File: config.mk
export PLATFORM = sky130hd
export DESIGN_NAME = instr_encoder
export DESIGN_NICKNAME = d
export VERILOG_FILES = /design/src/rtl/instr_encoder.sv
export SDC_FILE = /design/constraint.sdc
export NUM_CORES = 1
export LEC_CHECK = 0
export ABC_AREA = 1
export BUFFER_PORTS_ARGS = -buffer_cell sky130_fd_sc_hd__buf_2
export CAP_MARGIN = 20
export CORE_ASPECT_RATIO = 0.75
export CORE_MARGIN = 1.5
export CORE_UTILIZATION = 51
export CTS_BUF_LIST = sky130_fd_sc_hd__clkbuf_16
export DETAILED_ROUTE_END_ITERATION = 16
export PLACE_DENSITY = 0.95
export SYNTH_ARGS = -nofsm -noshare
export SYNTH_HDL_FRONTEND = slang
export SYNTH_SLANG_ARGS = --single-unit
File: constraint.sdc
create_clock -name clk -period 3.65 [get_ports clk]
set_clock_uncertainty 0.1 [all_clocks]
set_input_delay 0.1825 -clock clk [delete_from_list [all_inputs] [get_ports clk]]
set_output_delay 0.1825 -clock clk [all_outputs]
set_load 0.01 [all_outputs]
File: src/rtl/instr_encoder.sv
// instr_encoder: packs instruction fields into 32-bit words using the core's
// opcode map and streams them into instruction memory from address 0 upward.
//
// Optional feature (macro INSTR_ENCODER_DELAY_SLOT_EN): after every BEQ, JR,
// J or JAL word a NOP (32'h0) is written at the next address.
//
// Ports:
//   clk, rst_n            clock (rising edge), asynchronous active-low reset
//   start                 one-cycle pulse: restart loading at address 0
//   in_valid / in_ready   field bundle handshake
//   in_kind .. in_target  instruction fields (kind 0..8 legal, 9..15 illegal)
//   imem_we / imem_ready  memory write handshake
//   imem_addr, imem_wdata word address and encoded word
//   count, full           words written since start, count == DEPTH
//   err_kind              sticky: an illegal kind was accepted
//   dbg_state             current FSM state (IDLE=0, LOAD=1, FULL=2)
//
// Handshakes: a transfer happens on a rising edge where valid && ready are
// both 1. Once raised, imem_we holds its address and data unchanged until a
// transfer occurs. in_ready does not depend on in_valid.
module instr_encoder #(
    parameter int ADDR_W = 8
) (
    input  logic              clk,
    input  logic              rst_n,
    input  logic              start,
    input  logic              in_valid,
    output logic              in_ready,
    input  logic [3:0]        in_kind,
    input  logic [4:0]        in_rs,
    input  logic [4:0]        in_rt,
    input  logic [4:0]        in_rd,
    input  logic [4:0]        in_shamt,
    input  logic [5:0]        in_funct,
    input  logic [15:0]       in_imm,
    input  logic [25:0]       in_target,
    output logic              imem_we,
    input  logic              imem_ready,
    output logic [ADDR_W-1:0] imem_addr,
    output logic [31:0]       imem_wdata,
    output logic [ADDR_W:0]   count,
    output logic              full,
    output logic              err_kind,
    output logic [1:0]        dbg_state
);

    localparam int DEPTH = 1 << ADDR_W;
    localparam logic [ADDR_W:0] LAST_CNT = (ADDR_W + 1)'(DEPTH - 1);

    typedef enum logic [1:0] {
        ST_IDLE = 2'd0,
        ST_LOAD = 2'd1,
        ST_FULL = 2'd2
    } state_t;

    state_t            state_q;
    logic              we_q;
    logic [ADDR_W-1:0] addr_q;
    logic [31:0]       wdata_q;
    logic [ADDR_W:0]   count_q;
    logic              full_q;
    logic              err_q;

    logic [ADDR_W-1:0] addr_d;
    logic [ADDR_W:0]   count_d;
    logic              done;
    logic              last_done;
    logic              accept;
    logic              enc_legal;
    logic              enc_ctrl;
    logic [31:0]       enc_word;
    logic              slot_busy;

    assign addr_d    = addr_q + 1'b1;
    assign count_d   = count_q + 1'b1;
    assign done      = we_q && imem_ready;
    // The write completing into the last slot makes full next cycle; refusing
    // a bundle in that same cycle keeps a word from being accepted with
    // nowhere to go.
    assign last_done = done && (count_q == LAST_CNT);

    always_comb begin
        enc_word  = 32'h0;
        enc_legal = 1'b1;
        enc_ctrl  = 1'b0;
        case (in_kind)
            4'd0: enc_word = {6'b000000, in_rs, in_rt, in_rd, in_shamt, in_funct};
            4'd1: enc_word = {6'b100011, in_rs, in_rt, in_imm};
            4'd2: enc_word = {6'b001000, in_rs, in_rt, in_imm};
            4'd3: enc_word = {6'b001100, in_rs, in_rt, in_imm};
            4'd4: enc_word = {6'b001101, in_rs, in_rt, in_imm};
            4'd5: begin
                enc_word = {6'b000100, in_rs, in_rt, in_imm};
                enc_ctrl = 1'b1;
            end
            4'd6: begin
                enc_word = {6'b100000, in_rs, 21'b0};
                enc_ctrl = 1'b1;
            end
            4'd7: begin
                enc_word = {6'b110000, in_target};
                enc_ctrl = 1'b1;
            end
            4'd8: begin
                enc_word = {6'b111000, in_target};
                enc_ctrl = 1'b1;
            end
            default: enc_legal = 1'b0;
        endcase
    end

`ifdef INSTR_ENCODER_DELAY_SLOT_EN
    logic ctrl_q;  // pending word is a control transfer
    logic nop_q;   // pending word is the padding NOP
    // Input is held off from the control word's write until its NOP is done.
    assign slot_busy = we_q && (ctrl_q || nop_q);
`else
    assign slot_busy = 1'b0;
`endif

    assign in_ready = (state_q == ST_LOAD) && !full_q && !start && !last_done &&
                      !slot_busy && (!we_q || imem_ready);
    assign accept   = in_valid && in_ready;

    always_ff @(posedge clk or negedge rst_n) begin
        if (!rst_n) begin
            state_q <= ST_IDLE;
            we_q    <= 1'b0;
            addr_q  <= '0;
            wdata_q <= 32'h0;
            count_q <= '0;
            full_q  <= 1'b0;
            err_q   <= 1'b0;
`ifdef INSTR_ENCODER_DELAY_SLOT_EN
            ctrl_q  <= 1'b0;
            nop_q   <= 1'b0;
`endif
        end else if (start) begin
            // Restart drops whatever write was pending.
            state_q <= ST_LOAD;
            we_q    <= 1'b0;
            addr_q  <= '0;
            wdata_q <= 32'h0;
            count_q <= '0;
            full_q  <= 1'b0;
            err_q   <= 1'b0;
`ifdef INSTR_ENCODER_DELAY_SLOT_EN
            ctrl_q  <= 1'b0;
            nop_q   <= 1'b0;
`endif
        end else begin
            if (done) begin
                addr_q  <= addr_d;   // wraps to 0 on the last slot; unused while full
                count_q <= count_d;
                if (count_q == LAST_CNT) begin
                    full_q  <= 1'b1;
                    state_q <= ST_FULL;
                end
            end
`ifdef INSTR_ENCODER_DELAY_SLOT_EN
            if (accept && enc_legal) begin
                we_q    <= 1'b1;
                wdata_q <= enc_word;
                ctrl_q  <= enc_ctrl;
                nop_q   <= 1'b0;
            end else if (done && ctrl_q && (count_q != LAST_CNT)) begin
                we_q    <= 1'b1;
                wdata_q <= 32'h0;
                ctrl_q  <= 1'b0;
                nop_q   <= 1'b1;
            end else if (done) begin
                we_q    <= 1'b0;
                ctrl_q  <= 1'b0;
                nop_q   <= 1'b0;
            end
`else
            if (accept && enc_legal) begin
                we_q    <= 1'b1;
                wdata_q <= enc_word;
            end else if (done) begin
                we_q    <= 1'b0;
            end
`endif
            if (accept && !enc_legal) begin
                err_q <= 1'b1;
            end
        end
    end

`ifndef INSTR_ENCODER_DELAY_SLOT_EN
    // Control-word tracking only matters for padding.
    logic unused_ctrl;
    assign unused_ctrl = enc_ctrl;
`endif

    assign imem_we    = we_q;
    assign imem_addr  = addr_q;
    assign imem_wdata = wdata_q;
    assign count      = count_q;
    assign full       = full_q;
    assign err_kind   = err_q;
    assign dbg_state  = state_q;

endmodule

# ---- After elaboration in Yosys (flattened, before gate mapping)
# Index checks and enable logic that the tools add are counted.
dict set report totals {
  regBits 54
  latchBits 0
  ramBits 0
  rom_bits 0
  inputBits 77
  out_inout_bits 55
  word_cells 61
  n_memories 0
}
dict set report classes {
  n_addsub 2
  n_mul 0
  div_mod_pow 0
  magnitude_cmp 0
  n_eq_ne 10
  shift 0
  n_mux 19
  bitwise 0
  reduce_logical 23
}
# cell n
set op_table {}
lappend op_table {{one-hot mux 32 bit (9 select lines)} 1}
lappend op_table {{2-to-1 mux 32 bit} 2}
lappend op_table {{2-to-1 mux 9 bit} 2}
lappend op_table {{equality test 4 x 3 -> 1 bit, second input constant} 4}
lappend op_table {{2-to-1 mux 8 bit} 2}
lappend op_table {{adder 9 x 1 -> 9 bit, second input constant} 1}
lappend op_table {{equality test 9 x 8 -> 1 bit, second input constant} 1}
lappend op_table {{logical AND 1 bit} 9}
lappend op_table {{2-to-1 mux 1 bit} 9}
lappend op_table {{OR reduction 9 bit} 1}
lappend op_table {{adder 8 x 1 -> 8 bit, second input constant} 1}
lappend op_table {{equality test 4 x 2 -> 1 bit, second input constant} 2}
lappend op_table {{nonzero test 2 bit} 4}
lappend op_table {{2-to-1 mux 2 bit} 3}
lappend op_table {{zero test 1 bit} 5}
lappend op_table {{equality test 4 x 1 -> 1 bit, second input constant} 1}
lappend op_table {{equality test 4 bit, second input constant} 1}
lappend op_table {{zero test 4 bit} 1}
lappend op_table {{nonzero test 3 bit} 1}
lappend op_table {{equality test 2 x 1 -> 1 bit, second input constant} 1}
lappend op_table {{AND reduction 2 bit} 1}
lappend op_table {{logical OR 1 bit} 1}

# ---- Depth between registers and ports, before layout
dict set report logic_depth {
  depth_word 9
  ltp_mapped 13
  depth_no_buf 12
}

# ---- Worst setup path after synthesis
# Ideal clock, no wire load.
dict set report synth_timing {
  path_kind {register -> register}
  from {register count_q[0], in the netlist count[0]}
  to {register wdata_q[18], in the netlist imem_wdata[18]}
  arrival_time_ns 1.812
  required_time_ns 3.432
  path_slack_ns 1.620
  stages_incl_launch_ff 14
  n_path_buf 1
  path_cell_list {dfrtp_1 -> ha_1 -> inv_1 -> nor3_1 -> and3_1 -> ha_1 -> inv_1 -> nand2_1 -> nand2_1 -> nand3_1 -> nor2_4 -> buf_4 -> nand2_1 -> nand2_1}
}
dict set report synth_via {
  elab_chain_len 8
}
# item line_no
set synth_rtl {}
lappend synth_rtl {{start, declared} 60} ;# logic [ADDR_W:0] count_q;
lappend synth_rtl {{start signal, assigned} 154} ;# count_q <= count_d;
lappend synth_rtl {{equality test 9 x 8 -> 1 bit} 80} ;# assign last_done = done && (count_q == LAST_CNT);
lappend synth_rtl {{logical AND 1 bit} 80}
lappend synth_rtl {{zero test 1 bit} 121} ;# assign in_ready = (state_q == ST_LOAD) && !full_q && !start && !last_done &&
lappend synth_rtl {{logical AND 1 bit} 121}
lappend synth_rtl {{logical AND 1 bit} 122} ;# !slot_busy && (!we_q || imem_ready);
lappend synth_rtl {{logical AND 1 bit} 123} ;# assign accept = in_valid && in_ready;
lappend synth_rtl {{logical AND 1 bit} 177} ;# if (accept && enc_legal) begin
lappend synth_rtl {{nonzero test 2 bit (no source line)} n/a}
lappend synth_rtl {{end signal, assigned} 179} ;# wdata_q <= enc_word;
lappend synth_rtl {{end, declared} 59} ;# logic [31:0] wdata_q;
# Every way passes these cells.
# A chain may end at the register's enable or synchronous reset.

# ---- Worst setup path in the final report
dict set report layout_timing {
  from {register count_q[0], in the netlist count[0]}
  to {register wdata_q[29], in the netlist imem_wdata[29]}
}
# Same word-level chain as after synthesis.

==> results by group <==
Synthesis
  – Post-Syn Area: 0.00292 mm2
  – Syn avg cell area: between 7 and 8 um2
  – Top FF cell, synth: dfrtp_1
  – Async set or reset register ratio after synthesis: between 90% and 100%
  – Syn Inst Count: approximately 410
  – Synth top area share: ~45%
  – Area contributors post-synth: dfrtp_1 45%, nand2_1 24%, nand3_1 11%, inv_1 3.0%, nor2_1 2.8%
  – Post-synth top area cell: dfrtp_1
  – Multiplexer share of the synthesized area: 0%
  – Simple-gate area share of the yosys netlist: approximately two fifths
  – Synth Warn #: 0
  – Synth unique cells: 29
  – Sequential area share after synthesis: 45.4%
  – Post-Synth Adder-Cell Area: under 10%
  – Main combinational cell family by area after synthesis: simple AND/OR/NAND/NOR gates
  – Count leader, synth: nand2_1
  – Post-synth EDFFs: 0
  – Compound-gate portion of the synthesized area: under 10%
  – Xor and xnor area share after synthesis: 0.300%
  – Mapped Nets: 491
  – Number of flip-flops and latches in the synthesized netlist: 53
  – Post-synth top cells: 188 x nand2_1, 62 x nand3_1, 53 x dfrtp_1

Final layout
  – Final Core Density: between 60% and 70%
  – Fill cell count: 453
  – Layout cells sized above 1: approximately 28%
  – Number of diodes: 0
  – Area Growth Syn to Fin: 27.6%
  – Nets@finish: about 600

Timing
  – Hold Vio Cnt, Final: 0
  – Setup TNS: 0 ps
  – RSZ-0062 raised after global routing: false
  – Setup Viol. Count Final: 0
  – Max-slew violation count: 0
  – Relative slew slack: between 40 and 50%
  – Tcrit/Tclk final: roughly three quarters
  – Achievable Freq: about 370 MHz
  – Min cycle time layout: 2670 ps
  – Least-Margin Pin Slew: 829 ps

Clocking
  – Clk buf depth: 2
  – Post_cts resized: 0
  – Total CTS buffers: 5
  – CTS tree: yes
  – H-tree levels: 2
  – CTS Root Cell: clkbuf_16
  – CTS Hold Bufs: 1
  – Worst-path clk slew: 70 ps
  – Setup bufs post-CTS: 0
  – CTS sink cnt: 53
  – Clock Latency Late Sink: around 290 ps

Critical path
  – Reg-to-Reg End: imem_wdata[29]
  – Most frequent CP cell: nand2_1
  – Crit Path Class: flip-flop to flip-flop
  – Worst Path Buf+Inv: 2
  – CP startpoint kind: flip-flop
  – Slowest stage delay, CP: 660 ps
  – Crit path capture: imem_wdata[29]
  – CP required: 3720 ps
  – Stages on worst setup path: 11
  – Worst r2r src: count[0]
  – CP Capture Type: flip-flop
  – CP top delay family: simple AND/OR/NAND/NOR gates
  – Critical Path Slowest Stage Cell: nand4_2
  – Data arrival, critical path: between 2000 and 3000 ps
  – Flop2flop setup slack: about 980 ps
  – Crit path max fanout: 33
  – CP Cell Sequence: ha_1, inv_1, nor3_1, and3_1, ha_1, inv_1, nand2_1, nand2_1, nand4_2, nand3_1, nand2_1
  – Reg2reg path depth: 11
  – Critical Path Source: count[0]

Die
  – Initial core utilization: around 54%
  – Die width: about 90 um
  – CORE AREA: 0.00544 mm2
  – DIE AREA: 0.00620 mm2
  – Rows: 23
  – I/O pin count: 132
  – Die Ht: between 60 and 70 um

GRT
  – Largest net degree at the start of global routing: 54
  – Vias in the first global route: between 2000 and 3000
  – Antenna violations before repair: 0
  – Global route overflow: 0
  – Total GRT Usage: roughly 27%
  – First-pass GRT wire length: around 13 mm

Power and ir drop
  – Power Density: roughly 340 mW/mm2
  – Flop pwr share: about 49%
  – Peak supply drop: roughly 0.17 mV
  – Switching share of power: approximately a quarter
  – Comb pwr share: between 10% and 20%
  – P_sw: 0.335 mW
  – Pint: between 0.9 and 1 mW
  – Leak Pwr: approximately 2.2 nW
  – Clock network fraction of total power: between 30% and 40%

Routing
  – Routed len/inst: 13.3 um
  – Drt pass-1 iters: 4
  – Antenna viol nets, final: 0
  – Drt via density: between 5 and 6
  – Total routed wirelength: 8.10 mm
  – Post-route DRC: 0
  – Via Count: about 3200
  – Initial DRC count: about 240

Place
  – Buffers on Ports: ~130
  – Hpwl dp: about 5.8 mm
  – GPL Wtd Cong: between 0.8 and 0.9

Job
  – Max_cap viols: 0

Min path
  – Hold WC Path Type: input pin to flip-flop

Status
  – Status: completed
-- final cells by class --
cell class | count | area (um2) | share of cell area, %
well taps | 75 | 93.8 | 2.52
repair buffers | 134 | 681 | 18.3
inverters | 27 | 101 | 2.72
clock buffers | 5 | 125 | 3.36
multi-input cells | 314 | 1390 | 37.2
clock inverters | 3 | 15.0 | 0.403
flip-flops and latches | 53 | 1330 | 35.6
-- worst reg2reg max path, delay by kind of cell, from the launching register on --
kind,cells,cell delay [ps]
flops,1,430
simple gates,7,1450
fa+ha+maj,2,400
buf+inv,2,180
-- per-stage QoR --
step / instance area [um2] / cells / power, mW / hold slack, ps / setup WS (ps)
floorplan: 2920 / 411 / 0.721 / -213 / 1620
global placement: 3580 / 602 / 0.804 / 240 / 1190
detailed placement: 3580 / 602 / 0.812 / 244 / 964
CTS: 3730 / 611 / 1.26 / 23.4 / 969
global route: 3730 / 611 / 1.31 / 33.9 / 671
finish: 3730 / 611 / 1.26 / 23.7 / 975
-- layer usage --
layer | GRT usage [%] | part of all wire (%) | routed length, um
met5 | 0 | 0 | 0
met4 | 6.94 | 0.74 | 60
met1 | 33.7 | 40 | 3240
met2 | 50.3 | 52 | 4220
met3 | 5.37 | 7.1 | 577
-- worst min-delay path by stage --
stage,start,end,depth (start not counted)
6_report,start,err_kind,2
2_1_floorplan,rst_n,count[0],0
3_5_place_dp,rst_n,imem_addr[5],2
5_1_grt,start,count[0],2
3_3_place_gp,rst_n,imem_wdata[24],2
4_1_cts,start,err_kind,2
-- power groups by stage --
stage	combinational, mW	clock, mW	sequential [mW]
after global routing	0.209	0.488	0.618
final	0.186	0.457	0.617
after CTS	0.187	0.461	0.616
after global placement	0.178	0	0.627
after floorplan	0.0876	0	0.634
after detailed placement	0.185	0	0.627
-- state kept, by name, indices dropped and copies added, names as in the netlist --
register    cells
err_kind        1
imem_addr       8
imem_wdata     32
dbg_state       2
count           9
imem_we         1
-- kinds of logic after synthesis --
kind of cell	Yosys count
buffers and inverters	44
xor gates and xnor gates	1
DFF	53
and+or+nand+nor	289
adders and majority gates	3
AOI/OAI and AO/OA	21
-- cell usage in the layout, fill, tap and decap left out, drive strengths merged --
| cell type | Yosys | layout |
|---|---|---|
| nor3 | 4 | 4 |
| ha | 3 | 3 |
| buf | 15 | 133 |
| o211ai | 1 | 1 |
| dlygate4sd3 | 0 | 1 |
| nand2 | 191 | 191 |
| inv | 27 | 29 |
| o21bai | 2 | 2 |
| o21a | 1 | 1 |
| dfrtp | 53 | 53 |
| clkbuf | 2 | 5 |
| a21oi | 7 | 7 |
| o31ai | 1 | 1 |
| and3 | 2 | 2 |
| a31oi | 1 | 1 |
| xor2 | 1 | 1 |
| nand4 | 4 | 4 |
| and2 | 1 | 1 |
| o21ai | 8 | 8 |
| clkinvlp | 0 | 1 |
| nand3 | 62 | 62 |
| nor2 | 25 | 25 |
(Power assumes the default switching activity.)
